### src/rtl/packet_assembler.sv
// HDMI data-island packet assembler: serialises header + 4 subpackets with BCH ECC.
// Optional build macro PACKET_ASSEMBLER_INPUT_LATCH_EN captures inputs at counter 0.

module packet_assembler_lane #(
  parameter logic [7:0] ECC_POLY = 8'h83
) (
  input  logic        clk_pixel,
  input  logic        reset,
  input  logic        data_island_period,
  input  logic [4:0]  counter,
  input  logic [55:0] sub_bits,
  output logic        even_bit,
  output logic        odd_bit
);
  function automatic logic [7:0] ecc_step(input logic [7:0] e, input logic b);
    ecc_step = (e >> 1) ^ ((e[0] ^ b) ? ECC_POLY : 8'h00);
  endfunction

  logic [7:0]  ecc;
  logic [55:0] sub_use;
  logic [63:0] stream;
  logic [5:0]  even_idx, odd_idx;

`ifdef PACKET_ASSEMBLER_INPUT_LATCH_EN
  logic [55:0] sub_q;
  always_ff @(posedge clk_pixel)
    if (!reset) sub_q <= '0;
    else if (data_island_period && counter == 5'd0) sub_q <= sub_bits;
  assign sub_use = (counter == 5'd0) ? sub_bits : sub_q;
`else
  assign sub_use = sub_bits;
`endif

  // Data bits occupy pixels 0..27, the ECC byte pixels 28..31, two bits per pixel.
  assign stream   = {ecc, sub_use};
  assign even_idx = {counter, 1'b0};
  assign odd_idx  = {counter, 1'b1};
  assign even_bit = stream[even_idx];
  assign odd_bit  = stream[odd_idx];

  always_ff @(posedge clk_pixel)
    if (!reset || !data_island_period || counter == 5'd31) ecc <= '0;
    else if (counter < 5'd28) ecc <= ecc_step(ecc_step(ecc, stream[even_idx]), stream[odd_idx]);
endmodule

module packet_assembler #(
  parameter logic [7:0] ECC_POLY = 8'h83
) (
  input  logic             clk_pixel,
  input  logic             reset,
  input  logic             data_island_period,
  input  logic [23:0]      header,
  input  logic [3:0][55:0] sub,
  output logic [4:0]       counter,
  output logic             packet_enable,
  output logic [8:0]       packet_data
);
  function automatic logic [7:0] ecc_step(input logic [7:0] e, input logic b);
    ecc_step = (e >> 1) ^ ((e[0] ^ b) ? ECC_POLY : 8'h00);
  endfunction

  logic [7:0]  header_ecc;
  logic [23:0] header_use;
  logic [31:0] header_stream;
  logic [3:0]  even, odd;

`ifdef PACKET_ASSEMBLER_INPUT_LATCH_EN
  logic [23:0] header_q;
  always_ff @(posedge clk_pixel)
    if (!reset) header_q <= '0;
    else if (data_island_period && counter == 5'd0) header_q <= header;
  assign header_use = (counter == 5'd0) ? header : header_q;
`else
  assign header_use = header;
`endif

  assign header_stream = {header_ecc, header_use};

  always_ff @(posedge clk_pixel)
    if (!reset || !data_island_period) begin
      counter    <= '0;
      header_ecc <= '0;
    end else begin
      counter <= counter + 5'd1;
      if (counter == 5'd31)     header_ecc <= '0;
      else if (counter < 5'd24) header_ecc <= ecc_step(header_ecc, header_stream[counter]);
    end

  genvar i;
  generate
    for (i = 0; i < 4; i++) begin : g_lane
      packet_assembler_lane #(.ECC_POLY(ECC_POLY)) u_lane (
        .clk_pixel          (clk_pixel),
        .reset              (reset),
        .data_island_period (data_island_period),
        .counter            (counter),
        .sub_bits           (sub[i]),
        .even_bit           (even[i]),
        .odd_bit            (odd[i])
      );
    end
  endgenerate

  assign packet_enable = data_island_period && (counter == 5'd31);
  assign packet_data   = data_island_period ? {odd, even, header_stream[counter]} : 9'h000;
endmodule

### config.mk
export PLATFORM = sky130hd
export DESIGN_NAME = packet_assembler
export DESIGN_NICKNAME = d
export VERILOG_FILES = /design/src/rtl/packet_assembler.sv
export SDC_FILE = /design/constraint.sdc
export NUM_CORES = 1
export LEC_CHECK = 0
export CAP_MARGIN = 20
export CORE_ASPECT_RATIO = 1.25
export CORE_MARGIN = 4
export CORE_UTILIZATION = 35
export DETAILED_ROUTE_END_ITERATION = 8
export PLACE_DENSITY = 0.9
export REMOVE_ABC_BUFFERS = 1
export SLEW_MARGIN = 25
export SYNTH_ARGS = -nofsm -noshare
export SYNTH_HDL_FRONTEND = slang
export SYNTH_SLANG_ARGS = --single-unit
### constraint.sdc
create_clock -name clk_pixel -period 2.5 [get_ports clk_pixel]
set_input_delay 0.25 -clock clk_pixel [delete_from_list [all_inputs] [get_ports clk_pixel]]
set_output_delay 0.25 -clock clk_pixel [all_outputs]
set_load 0.005 [all_outputs]
==> results.sh <==
export IMPL_status="finished with violations"
export IMPL_antenna_left=0
export IMPL_violations="negative setup slack"
export IMPL_placementRows=45
export IMPL_clock_sinks=45
export IMPL_track_usage_pct=30.42
export IMPL_drv_slew=0
export IMPL_finalSetupViolations=28
export IMPL_grt_pass1_vias=6318
export IMPL_power_frac_comb_pct=46.3
export IMPL_drtIter0Drc=801
export IMPL_dp_hpwl_mm=16.39
export IMPL_seqPwrFrac_pct=29.1
export IMPL_r2r_cells=11
export IMPL_hold_path_class="flip-flop to flip-flop"
export IMPL_ys_ff_latch=45
export IMPL_dp_slack_ns=-0.3906
export IMPL_crit_start="counter[0]"
export IMPL_final_cell_count_no_fill=923
export IMPL_leakage_nw=3.107
export IMPL_endpoint="g_lane[1].u_lane.ecc[1]"
export IMPL_synth_ff_type="dfxtp_1"
export IMPL_wl_per_cell_um=28.59
export IMPL_grt_overflow=0
export IMPL_gp_congestion=0.9680
export IMPL_path_class="flip-flop to flip-flop"
export IMPL_p_per_area_nw_per_um2=322.7
export IMPL_antenna_found_initial=0
export IMPL_fin_crit_ns=2.802
export IMPL_port_buffers=265
export IMPL_drt_pre_antenna_iters=7
export IMPL_synth_top_area_cell="mux4_2"
export IMPL_p_sw_share_pct=29.56
export IMPL_cp_data_arrival_time_ns=3.01
export IMPL_p_total_mw=2.747
export IMPL_synth_edf_count=0
export IMPL_n_antenna_cell=0
export IMPL_switching_power_mw=0.8121
export IMPL_grt_first_pass_wirelength_mm=33.90
export IMPL_final_period_utilization_pct=112.1
export IMPL_routed_wl_mm=26.39
export IMPL_intPower_mw=1.935
export IMPL_die_y_um=133.4
export IMPL_syn_area_per_cell_um2=10.51
export IMPL_drv_cap=0
export IMPL_core_um2=12220
export IMPL_timing_hold_ws_ns=0.4762
export IMPL_slew_headroom_pct=63.35
export IMPL_end_kind="flip-flop"
export IMPL_rsz0062_at_grt="yes"
export IMPL_worst_r2r_setup_slack_ns=-0.30
export IMPL_grt_max_degree=35
export IMPL_dieArea_um2=14450
export IMPL_synthesis_area_um2=4404
export IMPL_cts_tree="done"
export IMPL_ctsHoldBuffers=0
export IMPL_peakVddDrop_mv=0.2456
export IMPL_yosysUniqueCellTypes=50
export IMPL_ios=266
export IMPL_drc=0
export IMPL_async_flop_share_pct=0
export IMPL_start_kind="flip-flop"
export IMPL_synth_top_area_share_pct=26.08
export IMPL_seq_area_frac_synth_pct=20.45
export IMPL_fin_ws_ns=-0.3021
export IMPL_clock_power_share_pct=24.6
export IMPL_dp_cells=883
export IMPL_critPathMaxFanout=5
export IMPL_worstMarginPinSlew_ns=0.5490
export IMPL_tns_ns=-4.593
export IMPL_yosys_warnings=0
export IMPL_synth_cells=419
export IMPL_path_clk_slew_ns=0.07
export IMPL_hold_start="g_lane[3].u_lane.ecc[4]"
export IMPL_r2r_end="g_lane[1].u_lane.ecc[1]"
export IMPL_fin_skew_ns=0.004272
export IMPL_htree_levels=2
export IMPL_start_util_pct=36.05
export IMPL_vias_per_cell=6.640
export IMPL_drive_gt1_share_pct=31.36
export IMPL_insertion_delay_ns=0.29
export IMPL_max_freq_ghz=0.3569
export IMPL_ys_top_cells_by_area="mux4_2, dfxtp_1, mux2i_1"
export IMPL_fp_dieW_um=108.3
export IMPL_critPathRequiredTime_ns=2.71
export IMPL_cts_buffers=5
export IMPL_final_nets=1011
export IMPL_reg2reg_from="counter[0]"
export IMPL_vias=6129
export IMPL_cts_path_max_buffers=2
export IMPL_cts_root_buf="clkbuf_16"
export IMPL_hold_viol_final=0
export IMPL_area_growth_pct=93.30
-- critical path: stages, from the launching register on --
cell and delay (ns):
dfxtp_4 0.42, buf_12 0.15, buf_16 0.13, buf_12 0.10
mux4_2 0.56, a22o_1 0.24, a211oi_2 0.19, buf_4 0.17
o21ai_4 0.07, a211o_1 0.28, a21oi_2 0.14, mux2i_1 0.25
-- area by class of cell --
cell class              count  area [um2]
clock inverters             1       7.507
well taps                 164       205.2
inverters                   1       3.754
fillers                   716        3705
repair buffers            368        3635
clock buffers               7       132.6
multi-input cells         337        3617
flip-flops and latches     45       912.1
-- logic make-up after synthesis --
kind of cell,after synthesis,share of synthesized area [%]
AOI/OAI and AO/OA,98,16.05
buffers and inverters,37,5.085
muxes,95,39.69
DFF,45,20.45
xor gates and xnor gates,20,5.085
adders and majority gates,2,0.5681
and+or+nand+nor,122,13.07
-- per-layer routing --
layer  routed length, um  vias to the layer above  part of all wire (%)  track usage [%]
met2               13070                      696                    50            54.88
met5                   0                        -                     0                0
li1                    -                     2326                     -                -
met3                2990                      224                    11            6.350
met4                2360                        0                   8.9            16.49
met1                7963                     2883                    30            32.68
-- power groups by stage --
stage | Combinational (mW) | Sequential, mW | Clock (mW)
floorplan | 0.404 | 0.826 | 0
global placement | 0.976 | 0.799 | 0
detailed placement | 1.01 | 0.803 | 0
CTS | 1.14 | 0.789 | 0.642
global route | 1.31 | 0.803 | 0.690
finish | 1.27 | 0.800 | 0.675
-- state kept, by name (all words and copies together) (netlist names) --
name and count:
g_lane.u_lane.ecc 32, counter 5, header_ecc 8
-- synthesized netlist by cell type (2+ instances only) --
cell type  instances
and3_1             5
buf_2              7
nand3_1            3
a211o_1            5
nor3_1             7
buf_1              2
mux4_2            51
buf_6              6
ha_1               2
buf_4              4
clkbuf_1          16
a22o_1            14
xor2_1             4
nor2b_1            2
o221ai_1           7
o21ai_1            2
or2_2              2
o21a_1             4
xnor2_1           12
nor2_1            23
dfxtp_1           45
nand2_1           59
a21oi_1           29
a211oi_2           2
mux2i_1           34
mux4_1             9
a2111o_1           2
xnor3_1            3
and2_1             6
o22ai_1            7
a211oi_1          11
o211ai_1           3
a2111oi_2          2
o21ai_0            5
or3_1              9
-- timing repair --
action	in CTS	in global routing
buffers inserted	18	13
pin swaps	35	26
gates resized for setup	101	41
gates cloned	3	0
setup endpoints to repair	25	28
-- cells in the final DEF, fill, tap and decap left out, types with 12 or more instances in the layout --
cell,n
clkdlybuf4s50_1,255
buf_4,72
nand2_1,58
mux4_2,57
dfxtp_1,42
mux2i_1,31
a21oi_1,23
nor2_1,19
buf_6,16
a22o_1,12
-- worst min-delay path by stage --
stage | to | cells past startpoint
CTS | g_lane[1].u_lane.ecc[5] | 2
finish | g_lane[3].u_lane.ecc[4] | 2
detailed placement | g_lane[1].u_lane.ecc[5] | 2
global route | g_lane[3].u_lane.ecc[4] | 2
floorplan | counter[1] | 1
global placement | g_lane[1].u_lane.ecc[4] | 2
-- metrics by stage --
step,util [%],cell area (um2)
final,69.68,8513
after global routing,69.68,8513
after CTS,67.45,8240
after detailed placement,62.56,7644
after global placement,62.56,7644
after floorplan,-,4184
Power figures use the tool's default switching activity.
